--- config.mk ---
export PLATFORM = sky130hd
export DESIGN_NAME = instr_prefetch_queue
export DESIGN_NICKNAME = d
export VERILOG_FILES = /design/src/rtl/instr_prefetch_queue.sv
export SDC_FILE = /design/constraint.sdc
export NUM_CORES = 1
export LEC_CHECK = 0
export ABC_CLOCK_PERIOD_IN_PS = 2800
export CAP_MARGIN = 10
export CORE_MARGIN = 3
export CORE_UTILIZATION = 45
export CTS_CLUSTER_SIZE = 10
export DETAILED_ROUTE_END_ITERATION = 10
export PLACE_DENSITY = 0.67
export SYNTH_ARGS = -nofsm -noshare
export SYNTH_HDL_FRONTEND = slang
export SYNTH_SLANG_ARGS = --single-unit
--- constraint.sdc ---
create_clock -name clk -period 2.8 [get_ports clk]
set_clock_uncertainty 0.05 [all_clocks]
set_input_delay 0.7 -clock clk [delete_from_list [all_inputs] [get_ports clk]]
set_output_delay 0.7 -clock clk [all_outputs]
set_load 0.05 [all_outputs]
--- src/rtl/instr_prefetch_queue.sv ---
// instr_prefetch_queue
// Instruction-fetch front end. Owns the fetch PC, issues reads to a synchronous instruction
// memory with one cycle of read latency, buffers returned words in a DEPTH-entry FIFO and hands
// {instr, pc} to the decode stage over a valid/ready handshake. A flush redirects fetch to
// flush_pc. Fetching stops once an END opcode has been returned from memory.
//
// Ports
//   clk         single clock, all state on posedge
//   reset       synchronous, active-high; takes priority over flush
//   imem_req    read strobe to instruction memory
//   imem_addr   read address (current fetch PC)
//   imem_rdata  read data, valid the cycle after imem_req
//   flush       discard queue and any in-flight read, restart fetch at flush_pc
//   flush_pc    new fetch PC used when flush is high
//   out_valid   head entry present on out_instr / out_pc
//   out_ready   consumer accepts the head entry when out_valid is also high
//   out_instr   head instruction (zero when the queue is empty)
//   out_pc      fetch address of the head instruction (zero when the queue is empty)
//   halted      END fetched; no further requests until flush or reset
//   count       current FIFO occupancy
module instr_prefetch_queue #(
  parameter int unsigned DEPTH      = 4,
  parameter int unsigned AW         = 10,
  parameter int unsigned DW         = 16,
  parameter logic [3:0]  END_OPCODE = 4'hC
) (
  input  logic                     clk,
  input  logic                     reset,
  output logic                     imem_req,
  output logic [AW-1:0]            imem_addr,
  input  logic [DW-1:0]            imem_rdata,
  input  logic                     flush,
  input  logic [AW-1:0]            flush_pc,
  output logic                     out_valid,
  input  logic                     out_ready,
  output logic [DW-1:0]            out_instr,
  output logic [AW-1:0]            out_pc,
  output logic                     halted,
  output logic [$clog2(DEPTH):0]   count
);

  localparam int unsigned PtrW = $clog2(DEPTH);
  localparam int unsigned CntW = PtrW + 1;
  localparam logic [CntW:0] DepthLim = (CntW + 1)'(DEPTH);

  typedef enum logic [0:0] {StFetch, StHalt} state_e;

  state_e           state_q;
  logic [AW-1:0]    fetch_pc_q;
  logic [AW-1:0]    req_pc_q;    // address of the read currently in flight
  logic             inflight_q;
  logic [PtrW-1:0]  wr_ptr_q;
  logic [PtrW-1:0]  rd_ptr_q;
  logic [CntW-1:0]  count_q;
  logic [DW-1:0]    instr_mem_q [DEPTH];
  logic [AW-1:0]    pc_mem_q    [DEPTH];

  logic             resp_end;
  logic             push;
  logic             pop;
  logic [CntW:0]    credit;

  // Occupancy plus the outstanding read: a request is only issued when its response is
  // guaranteed a free slot, so a push is never dropped.
  always_comb begin
    credit    = {1'b0, count_q} + (CntW + 1)'(inflight_q);
    resp_end  = inflight_q && (imem_rdata[DW-1 -: 4] == END_OPCODE);
    halted    = (state_q == StHalt);
    imem_req  = !reset && !flush && !halted && !resp_end && (credit < DepthLim);
    imem_addr = fetch_pc_q;
    push      = inflight_q && !flush;
    out_valid = (count_q != '0);
    // A handshake in the flush cycle is ignored; the entry is discarded with the rest.
    pop       = out_valid && out_ready && !flush;
    out_instr = out_valid ? instr_mem_q[rd_ptr_q] : '0;
    out_pc    = out_valid ? pc_mem_q[rd_ptr_q] : '0;
    count     = count_q;
  end

  // Fetch FSM, PC, in-flight tracking and FIFO pointers.
  always_ff @(posedge clk) begin
    if (reset) begin
      state_q    <= StFetch;
      fetch_pc_q <= '0;
      req_pc_q   <= '0;
      inflight_q <= 1'b0;
      wr_ptr_q   <= '0;
      rd_ptr_q   <= '0;
      count_q    <= '0;
    end else begin
      inflight_q <= imem_req;
      if (imem_req) begin
        fetch_pc_q <= fetch_pc_q + AW'(1);
        req_pc_q   <= fetch_pc_q;
      end
      if (flush) begin
        state_q    <= StFetch;
        fetch_pc_q <= flush_pc;
        wr_ptr_q   <= '0;
        rd_ptr_q   <= '0;
        count_q    <= '0;
      end else begin
        if (resp_end) begin
          state_q <= StHalt;
        end
        if (push) begin
          wr_ptr_q <= wr_ptr_q + PtrW'(1);
        end
        if (pop) begin
          rd_ptr_q <= rd_ptr_q + PtrW'(1);
        end
        count_q <= count_q + CntW'(push) - CntW'(pop);
      end
    end
  end

  // FIFO storage; contents are don't-care outside the valid window, so no reset.
  always_ff @(posedge clk) begin
    if (push) begin
      instr_mem_q[wr_ptr_q] <= imem_rdata;
      pc_mem_q[wr_ptr_q]    <= req_pc_q;
    end
  end

endmodule

==> results of run 1 <==
[cells by family after synthesis]
family | count (synthesis) | synth area share, %
compound gates | 53 | 6.37
flops | 135 | 67.8
fa+ha+maj | 9 | 2.17
xor+xnor | 4 | 0.634
mux | 27 | 10.8
buf+inv | 33 | 2.90
simple gates | 92 | 9.36
[how the worst min path moves through the flow]
stage	startpoint	slack, ns	end
after CTS	req_pc_q[9]$_SDFFE_PP0P_	0.45	pc_mem_q[0][9]$_DFFE_PP_
after global routing	req_pc_q[8]$_SDFFE_PP0P_	0.47	pc_mem_q[2][8]$_DFFE_PP_
after detailed placement	req_pc_q[9]$_SDFFE_PP0P_	0.44	pc_mem_q[2][9]$_DFFE_PP_
final	req_pc_q[8]$_SDFFE_PP0P_	0.45	pc_mem_q[2][8]$_DFFE_PP_
after floorplan	req_pc_q[0]$_SDFFE_PP0P_	0.40	pc_mem_q[0][0]$_DFFE_PP_
after global placement	req_pc_q[5]$_SDFFE_PP0P_	0.42	pc_mem_q[2][5]$_DFFE_PP_
[synth_stat cells, types with 2 or more instances]
master,count,area [um^2]
a21oi_1,10,50.1
a221o_1,2,20.0
a31oi_1,7,43.8
and2_1,6,37.5
and2b_1,2,15.0
buf_1,2,7.51
buf_2,5,25.0
buf_4,6,45.0
clkbuf_1,8,30.0
dfxtp_1,31,621
edfxtp_1,104,3120
ha_1,8,100
inv_1,11,41.3
mux4_2,26,586
nand2_1,8,30.0
nand3_1,16,80.1
nand4_1,2,12.5
nor2_1,14,52.6
nor2b_1,29,181
nor3_1,4,20.0
nor4_1,3,18.8
o211ai_1,2,15.0
o21a_1,3,22.5
o21ai_0,15,75.1
o31a_1,2,17.5
xnor2_1,4,35.0
[registers in the layout, indices dropped and copies added, names as in the netlist, named ones only]
signal / count
pc_mem_q: 40
req_pc_q: 10
instr_mem_q: 64
halted: 1
wr_ptr_q: 2
imem_addr: 10
rd_ptr_q: 2
count: 3
inflight_q: 1
[repair_timing]
item | 4_1_cts | 5_1_grt
setup endpoints to repair | 2 | 3
pin swaps | 0 | 0
gates resized for setup | 1 | 5
[area by class of cell]
cell class	instances	area, um^2	share of cell area (%)
sequential	135	3750	51.0
multi-input combinational	185	1660	22.6
tap	143	179	2.43
clock inverter	11	131	1.79
inverter	11	41.3	0.562
clock buffer	21	440	5.99
timing repair buffer	90	1150	15.7
[layout by cell type, fill, tap and decap left out, drive strengths merged, types with 10 or more instances in the layout]
| cell | Yosys | layout |
|---|---|---|
| a21oi | 10 | 10 |
| buf | 14 | 46 |
| clkbuf | 8 | 21 |
| clkdlybuf4s50 | 0 | 44 |
| dfxtp | 31 | 31 |
| edfxtp | 104 | 104 |
| inv | 11 | 11 |
| mux4 | 26 | 26 |
| nand3 | 16 | 16 |
| nor2 | 14 | 14 |
| nor2b | 29 | 29 |
| o21ai | 16 | 16 |
[layer usage]
metal,track usage (%),wire [um]
met3,4.42,595
met1,23.7,4890
met4,7.65,76
met2,27.2,5320
met5,0,0
[stage by stage]
step	instances	hold slack, ns	utilization [%]	area [um^2]
CTS	596	0.451	62.5	7320
floorplan	353	0.404	-	5530
detailed placement	564	0.439	57.6	6740
finish	596	0.449	62.8	7350
global placement	564	0.419	57.6	6740
global route	596	0.474	62.8	7350
[power by group]
group	leakage (nW)	switching, W	total [W]	internal, W
Clock	0.273	0.000756	0.00214	0.00138
Sequential	1.25	0.0000286	0.00221	0.00218
Combinational	0.981	0.000183	0.000332	0.000149
==> impl_metrics.yaml, run 1 <==
run_status:
  status: "finished clean"
floorplanning:
  core_um2: 11700
  initial_utilization_pct: 47.2
  die_area_um2: 13600
  fp.dieW_um: 117
  core.rowCount: 39
  die_y_um: 117
  io_pins: 72
timing:
  slew_headroom_pct: 64.8
  final_hold_viol_count: 0
  fin_ws_ns: 0.109
  min_period_over_period_pct: 96.1
  fmax_mhz: 372
  min_period_ns: 2.69
  tightest_slew_ns: 0.527
  drv_slew: 0
  rsz0062_at_grt: "false"
  setup_tns_ns: 0
  setup_viol: 0
clock_tree:
  hold_buffers: 0
  clk_latency_ns: 0.40
  root_buffer: "clkbuf_16"
  h-tree-depth: 4
  cts_buffer_depth: 2
  cts.reportedPaths.clkPinSlew_ns: 0.06
  cts_tree: "built"
  cts_setup_buffers: 0
  cts_buffers: 17
  cts_num_sinks: 135
placement:
  dp_hpwl_um: 6770
  port_buffers: 71
  gp_congestion: 0.821
  dp_worst_setup_slack_ns: 0.0125
worst_setup_path:
  path_buf_inv: 1
  cpPeakStageDelay_ns: 0.39
  critPathCapture: "imem_req"
  critPathCaptureType: "output pin"
  cp_cell_sequence: "ha_1 > o211a_1 > o22a_4 > nor2_2 > buf_4"
  crit_required_ns: 2.05
  critPathTopFamily: "compound AO/OA/AOI/OAI gates"
  ff2ff_path_depth: 10
  worstSetupPathType: "reg -> out"
  crit_fanout: 21
  cp-start-kind: "flop"
  reg2reg_slack_ns: 0.47
  slowest_stage: "dfxtp_1"
  path_depth: 5
  critPathArrivalTime_ns: 1.94
  timing.rr.start: "count[2]$_SDFF_PP0_"
  r2r_end: "count[2]$_SDFF_PP0_"
  cp-startpoint: "count[2]$_SDFF_PP0_"
final_layout:
  area_growth_pct: 33.1
  diodes: 0
  drive_gt1_share_pct: 23.8
  num-fill-cells: 910
  fin_nets: 479
power_and_ir_drop:
  total_power_w: 0.00468
  power.leakage_nw: 2.50
  ir_drop_v: 0.000400
  power.density_nw_per_um2: 637
min_path:
  worst_hold_path_type: "reg -> reg"
  whs_path_depth: 0
routing:
  drt_iter0_markers: 231
  via_per_inst: 5.48
  routed_wirelength_um: 10900
  wl_per_cell_um: 18.3
  dr_total_vias: 3268
  first_pass_iters: 5
  drtAntennaViolNets: 0
  drc: 0
logic_synthesis:
  synth_flop_cell: "edfxtp_1"
  ys_types: 49
  syn_avg_cell_area_um2: 15.6
  syn_area_um2: 5520
  synth_seq_cells: 135
  syn_nets: 392
  synth_edf_count: 104
  yosysWarnings: 0
  seq_area_frac_synth_pct: 67.8
  async_flop_share_pct: 0
  synthCells: 353
grt:
  overflow: 0
  grt_pass1_vias: 3427
  grt_pass1_wl_um: 17700
  grt_use_total_pct: 17.5
  grt_max_degree: 27
  antenna_found_initial: 0
run:
  cap_violations: 0
No activity file was read; power rests on OpenSTA's default activity.
==> run 2: changes to the inputs <==
CTS_CLUSTER_DIAMETER = 120   (was default)
==> results of run 2 <==
The final DEF is identical to that of run 1; final timing and power are the same.
